File: src/rtl/adder_bist.sv
// ---------------------------------------------------------------------------
// adder_bist
//
// Built-in self-test sequencer for a 4-bit adder with carry-in and carry-out.
// A run walks all 512 input combinations {cin,a,b}. Each vector is held on
// the adder for SETTLE_CYCLES cycles. It is then checked for one cycle
// against the arithmetic sum. The block counts mismatching vectors and
// records the first one that failed.
//
// Parameters
//   SETTLE_CYCLES   cycles each vector is held before it is checked (1..15)
//
// Ports
//   clk             single clock, rising edge
//   rst             asynchronous active-high reset
//   start           single-cycle request to begin a run (IDLE/DONE only)
//   dut_a, dut_b    adder operands
//   dut_cin         adder carry-in
//   dut_sum         adder sum response
//   dut_cout        adder carry-out response
//   busy            high while a run is in progress
//   done            high once a run has completed, held until restart/reset
//   pass            valid with done; 1 means no mismatches
//   err_count       mismatching vectors in the current or last run
//   first_err_vec   {cin,a,b} of the first mismatching vector
//   first_err_valid first_err_vec has been captured
// ---------------------------------------------------------------------------
module adder_bist #(
    parameter int SETTLE_CYCLES = 1
) (
    input  logic       clk,
    input  logic       rst,
    input  logic       start,
    output logic [3:0] dut_a,
    output logic [3:0] dut_b,
    output logic       dut_cin,
    input  logic [3:0] dut_sum,
    input  logic       dut_cout,
    output logic       busy,
    output logic       done,
    output logic       pass,
    output logic [9:0] err_count,
    output logic [8:0] first_err_vec,
    output logic       first_err_valid
);

    typedef enum logic [1:0] {
        IDLE,
        WAIT,
        CHECK,
        DONE
    } state_t;

    // The settle counter counts down to zero, so it is loaded with one less
    // than the hold length each time WAIT is entered.
    localparam logic [3:0] SETTLE_RELOAD = 4'(SETTLE_CYCLES - 1);
    localparam logic [8:0] LAST_VEC      = 9'd511;

    state_t     state_q, state_d;
    logic [8:0] vec_q, vec_d;
    logic [3:0] settle_q, settle_d;
    logic       busy_q, busy_d;
    logic       done_q, done_d;
    logic       pass_q, pass_d;
    logic [9:0] errCount_q, errCount_d;
    logic [8:0] firstErrVec_q, firstErrVec_d;
    logic       firstErrValid_q, firstErrValid_d;

    logic [4:0] expected;
    logic       mismatch;

    // The vector register drives the adder directly: vec = {cin, a, b}.
    assign dut_cin         = vec_q[8];
    assign dut_a           = vec_q[7:4];
    assign dut_b           = vec_q[3:0];
    assign busy            = busy_q;
    assign done            = done_q;
    assign pass            = pass_q;
    assign err_count       = errCount_q;
    assign first_err_vec   = firstErrVec_q;
    assign first_err_valid = firstErrValid_q;

    // Reference sum of the current vector, widened to 5 bits so that the
    // carry-out is compared together with the sum bits.
    assign expected = {1'b0, vec_q[7:4]} + {1'b0, vec_q[3:0]} + {4'b0000, vec_q[8]};
    assign mismatch = (expected != {dut_cout, dut_sum});

    // State and result registers. Reset clears everything at once, so a run
    // that is interrupted leaves no partial result behind.
    always_ff @(posedge clk or posedge rst) begin
        if (rst) begin
            state_q         <= IDLE;
            vec_q           <= '0;
            settle_q        <= '0;
            busy_q          <= 1'b0;
            done_q          <= 1'b0;
            pass_q          <= 1'b0;
            errCount_q      <= '0;
            firstErrVec_q   <= '0;
            firstErrValid_q <= 1'b0;
        end else begin
            state_q         <= state_d;
            vec_q           <= vec_d;
            settle_q        <= settle_d;
            busy_q          <= busy_d;
            done_q          <= done_d;
            pass_q          <= pass_d;
            errCount_q      <= errCount_d;
            firstErrVec_q   <= firstErrVec_d;
            firstErrValid_q <= firstErrValid_d;
        end
    end

    // Next-state logic. By default every register holds its value. In DONE
    // this keeps vec at 511 and the results stable. start is only acted on
    // from IDLE or DONE.
    always_comb begin
        state_d         = state_q;
        vec_d           = vec_q;
        settle_d        = settle_q;
        busy_d          = busy_q;
        done_d          = done_q;
        pass_d          = pass_q;
        errCount_d      = errCount_q;
        firstErrVec_d   = firstErrVec_q;
        firstErrValid_d = firstErrValid_q;

        case (state_q)
            IDLE, DONE: begin
                if (start) begin
                    state_d         = WAIT;
                    vec_d           = '0;
                    settle_d        = SETTLE_RELOAD;
                    busy_d          = 1'b1;
                    done_d          = 1'b0;
                    pass_d          = 1'b0;
                    errCount_d      = '0;
                    firstErrVec_d   = '0;
                    firstErrValid_d = 1'b0;
                end
            end

            WAIT: begin
                if (settle_q == 4'd0) begin
                    state_d = CHECK;
                end else begin
                    settle_d = settle_q - 4'd1;
                end
            end

            CHECK: begin
                // err_count cannot reach its 10-bit limit: at most 512 vectors.
                if (mismatch) begin
                    errCount_d = errCount_q + 10'd1;
                    if (!firstErrValid_q) begin
                        firstErrVec_d   = vec_q;
                        firstErrValid_d = 1'b1;
                    end
                end
                if (vec_q == LAST_VEC) begin
                    // Use the updated count so that a failure on the last
                    // vector is reflected in pass.
                    state_d = DONE;
                    busy_d  = 1'b0;
                    done_d  = 1'b1;
                    pass_d  = (errCount_d == 10'd0);
                end else begin
                    state_d  = WAIT;
                    vec_d    = vec_q + 9'd1;
                    settle_d = SETTLE_RELOAD;
                end
            end

            default: begin
                state_d = IDLE;
            end
        endcase
    end

endmodule

File: config.mk
export PLATFORM = sky130hd
export DESIGN_NAME = adder_bist
export DESIGN_NICKNAME = d
export VERILOG_FILES = /design/src/rtl/adder_bist.sv
export SDC_FILE = /design/constraint.sdc
export NUM_CORES = 1
export LEC_CHECK = 0
export ABC_AREA = 1
export BUFFER_PORTS_ARGS = -buffer_cell sky130_fd_sc_hd__buf_4
export CAP_MARGIN = 20
export CORE_ASPECT_RATIO = 1.1
export CORE_MARGIN = 2
export CORE_UTILIZATION = 53
export CTS_BUF_LIST = sky130_fd_sc_hd__clkbuf_4
export CTS_CLUSTER_DIAMETER = 50
export DETAILED_ROUTE_END_ITERATION = 8
export PLACE_DENSITY = 0.87
export SLEW_MARGIN = 15
export SYNTH_ARGS = -nofsm -noshare
export SYNTH_HDL_FRONTEND = slang
export SYNTH_SLANG_ARGS = --single-unit
File: constraint.sdc
create_clock -name clk -period 2.5 [get_ports clk]
set_input_delay 0 -clock clk [delete_from_list [all_inputs] [get_ports clk]]
set_output_delay 0 -clock clk [all_outputs]
set_load 0.005 [all_outputs]
==> metrics.md <==
| Metric | Value |
|---|---|
| Buffers and inverters on the worst path | `4` |
| Clock sink total | `38` |
| CP delay by family, top | `adder cells` |
| VDD IR-drop max | `414 µV` |
| DP HPWL | `4.12 mm` |
| DP Area | `2770 µm²` |
| Hold Crit Class | `in2reg` |
| NumNets Final | `384` |
| CP startpoint kind | `flip-flop` |
| Routing usage on met2 | `0.419` |
| Antenna diodes | `0` |
| Multi-input gate area | `1180 µm²` |
| Slew Limit Fails | `0` |
| P_leak | `1.56 nW` |
| Placed insts | `404` |
| Global-route usage over all layers | `0.252` |
| RSZ-0062 raised after global routing | `yes` |
| Met1 Use GR | `0.319` |
| Hold_ws | `79.9 ps` |
| Drt drc | `0` |
| YS warnings | `0` |
| Crit-path slowest cell | `fa_1` |
| Max clock buf depth | `2` |
| Worst Skew | `19.6 ps` |
| Core area | `4290 µm²` |
| Layout area overhead | `25.3%` |
| Storage cell area | `951 µm²` |
| # setup viols final | `4` |
| Starting Density | `0.550` |
| CTS Buf Count | `5` |
| Final period util | `1.02` |
| Mapped Nets | `326` |
| Mapped Area | `2360 µm²` |
| Final std cells w/o fill | `418` |
| Antenna violation net count after detailed routing | `0` |
| Register area share after synthesis | `0.404` |
| Mapped Cells | `305` |
| First-pass GRT wire length | `9.45 mm` |
| Max cap viols | `0` |
| Wire per inst | `13.2 µm` |
| WS Path Type | `reg2reg` |
| Status | `finished with violations` |
| Share of cells above drive strength 1 | `0.239` |
| Clk_lat worst skew | `360 ps` |
| Vias per cell | `5.28` |
| H-tree depth | `2` |
| Violated checks | `negative setup slack` |
| Worst Path Max Fanout | `6` |
| Final Cell Area | `2950 µm²` |
| Die X | `67.6 µm` |
| CTS tree | `built` |
| Initial antenna violation count | `0` |
| #FFs+latches synth | `38` |
| Slowest stage delay, CP | `400 ps` |
| CP arrival | `2850 ps` |
| Top Usage Layer GRT | `met2` |
| M3 GR Usage | `0.0505` |
| Synth Area per Inst | `7.72 µm²` |
| Worst Tran Pin Value | `453 ps` |
| Row cnt | `25` |
| Largest net degree at the start of global routing | `29` |
| Crit-path cells | `inv_2 > fa_2 > inv_2 > fa_1 > xnor2_1 > nand2_2 > nor2_8 > nand3_4 > buf_6 > nand2_2 > o21ai_1 > inv_1 > nand2_1 > nor2_1 > nand3_1 > nand2_1` |
| Die H | `73.9 µm` |
| Minimum clock period | `2540 ps` |
| Final Wtd Congestion | `0.873` |
| CTS clock-pin slew for the worst setup and hold paths | `140 ps` |
| Drt pass-1 iters | `4` |
| Worst EP required | `2810 ps` |
| Die area | `5000 µm²` |
| GR Overflow Total | `0` |
| Fin. Hold Viols | `0` |
| Fill count | `342` |
| Iter 0 DRT Violations | `182` |
| Pwr dens | `592 nW/µm²` |
| Final worst setup slack | `-44.7 ps` |
| Vias in the first global route | `2,128` |
| Crit. End Element | `flip-flop` |
| Clock root buffer | `clkbuf_4` |
| Fmax | `393 MHz` |
| IO buf count | `39` |
| Total number of vias | `2,208` |
| IO Pins | `40` |
| Wire length after detailed routing | `5.53 mm` |
| Synth cell types | `31` |
| Slew HR | `0.697` |
==> final timing paths <==
path                       cells after the start      from                to  slack [ps]
max reg2reg                                   16  vec_q[4]              pass         -40
min                                            5     start        state_q[1]          80
max in group asynchronous                      4       rst              done        1600
max                                           16  vec_q[4]              pass         -40
min reg2reg                                    2      busy              busy         490
min in group asynchronous                      3       rst  first_err_vec[6]         180
==> what timing repair did <==
item	in CTS	in global routing
gates cloned	0	1
hold buffers	1	0
pin swaps	5	6
setup endpoints to repair	10	13
endpoints found under the hold margin	10	0
buffers inserted	2	2
resized for setup	4	9
==> cells in the mapped netlist, drive strengths merged <==
library cell | number | area share
o22ai | 14 | 0.037
nand4 | 10 | 0.027
nand2 | 62 | 0.11
or2 | 2 | 0.0053
inv | 66 | 0.11
nor3 | 10 | 0.021
a211oi | 1 | 0.0032
o21ai | 22 | 0.050
nor2 | 16 | 0.032
a31o | 1 | 0.0037
buf | 4 | 0.011
a21oi | 8 | 0.019
ha | 11 | 0.058
nand3 | 24 | 0.056
clkinv | 1 | 0.0016
xor2 | 5 | 0.019
fa | 2 | 0.017
clkbuf | 1 | 0.0016
xnor2 | 2 | 0.0074
dfrtp | 38 | 0.40
nor3b | 3 | 0.0096
nand3b | 2 | 0.0064
==> final cells by class <==
| cell class | instances | area share |
|---|---|---|
| sequential | 38 | 0.322 |
| multi-input combinational | 196 | 0.399 |
| clock inverter | 3 | 0.0153 |
| clock buffer | 5 | 0.0127 |
| inverter | 67 | 0.0852 |
| tap | 54 | 0.0229 |
| timing repair buffer | 55 | 0.143 |
==> stage by stage <==
step	total power [mW]	utilization	worst slack [ps]	setup TNS [ps]
floorplan	1.10	-	28.9	0
global placement	1.30	0.647	25.8	0
detailed placement	1.31	0.647	-78.8	-306
CTS	1.75	0.676	-92.9	-92.9
global route	1.87	0.689	-191	-1290
finish	1.75	0.689	-44.7	-79.0
==> logic make-up (layout without fill, tap and decap cells) <==
group / count (synthesis) / in the layout / share of synthesized area
simple gates: 129 / 129 / 0.263
compound gates: 46 / 47 / 0.113
flops: 38 / 38 / 0.404
buf+inv: 72 / 130 / 0.119
fa+ha+maj: 13 / 13 / 0.0754
xor+xnor: 7 / 7 / 0.0260
==> per-layer routing <==
layer  share of wire  wire (µm)  vias to the layer above
met4           0.023        125                        0
met5               0          0                        -
met1            0.43       2360                     1023
li1                -          -                     1106
met3           0.058        322                       14
met2            0.49       2720                       65
==> where the power goes <==
part | switching, mW | total, mW | internal, mW
sequential | 0.0951 | 0.789 | 0.694
clock | 0.225 | 0.434 | 0.210
combinational | 0.265 | 0.524 | 0.259
total | 0.585 | 1.75 | 1.16
==> flip-flops by register name, summed over array words and instances, names as in the netlist <==
signal           flops
err_count           10
first_err_vec        9
vec_q                9
settle_q             4
state_q              2
busy                 1
done                 1
first_err_valid      1
pass                 1
==> worst register-to-register path: stages, from the launching register on <==
cell,delay [ps]
dfrtp_1,390
inv_2,50
fa_2,380
inv_2,80
fa_1,400
xnor2_1,190
nand2_2,120
nor2_8,100
nand3_4,90
buf_6,150
nand2_2,50
o21ai_1,60
inv_1,80
nand2_1,50
nor2_1,130
nand3_1,110
nand2_1,80
==> cell usage in the layout (no fill, tap or decap), types with 3 or more instances in the layout <==
cell type / count
nand2_1: 56
o21ai_0: 13
inv_2: 4
nor3_1: 10
o21ai_1: 6
nand3_1: 21
clkbuf_4: 5
ha_1: 10
dfrtp_1: 38
inv_1: 62
a21oi_1: 7
o22ai_1: 13
nand4_1: 10
nand2_2: 5
buf_4: 52
nor3b_1: 3
xor2_1: 5
nor2_1: 15
Note: power is estimated with default switching activity, not from simulation.
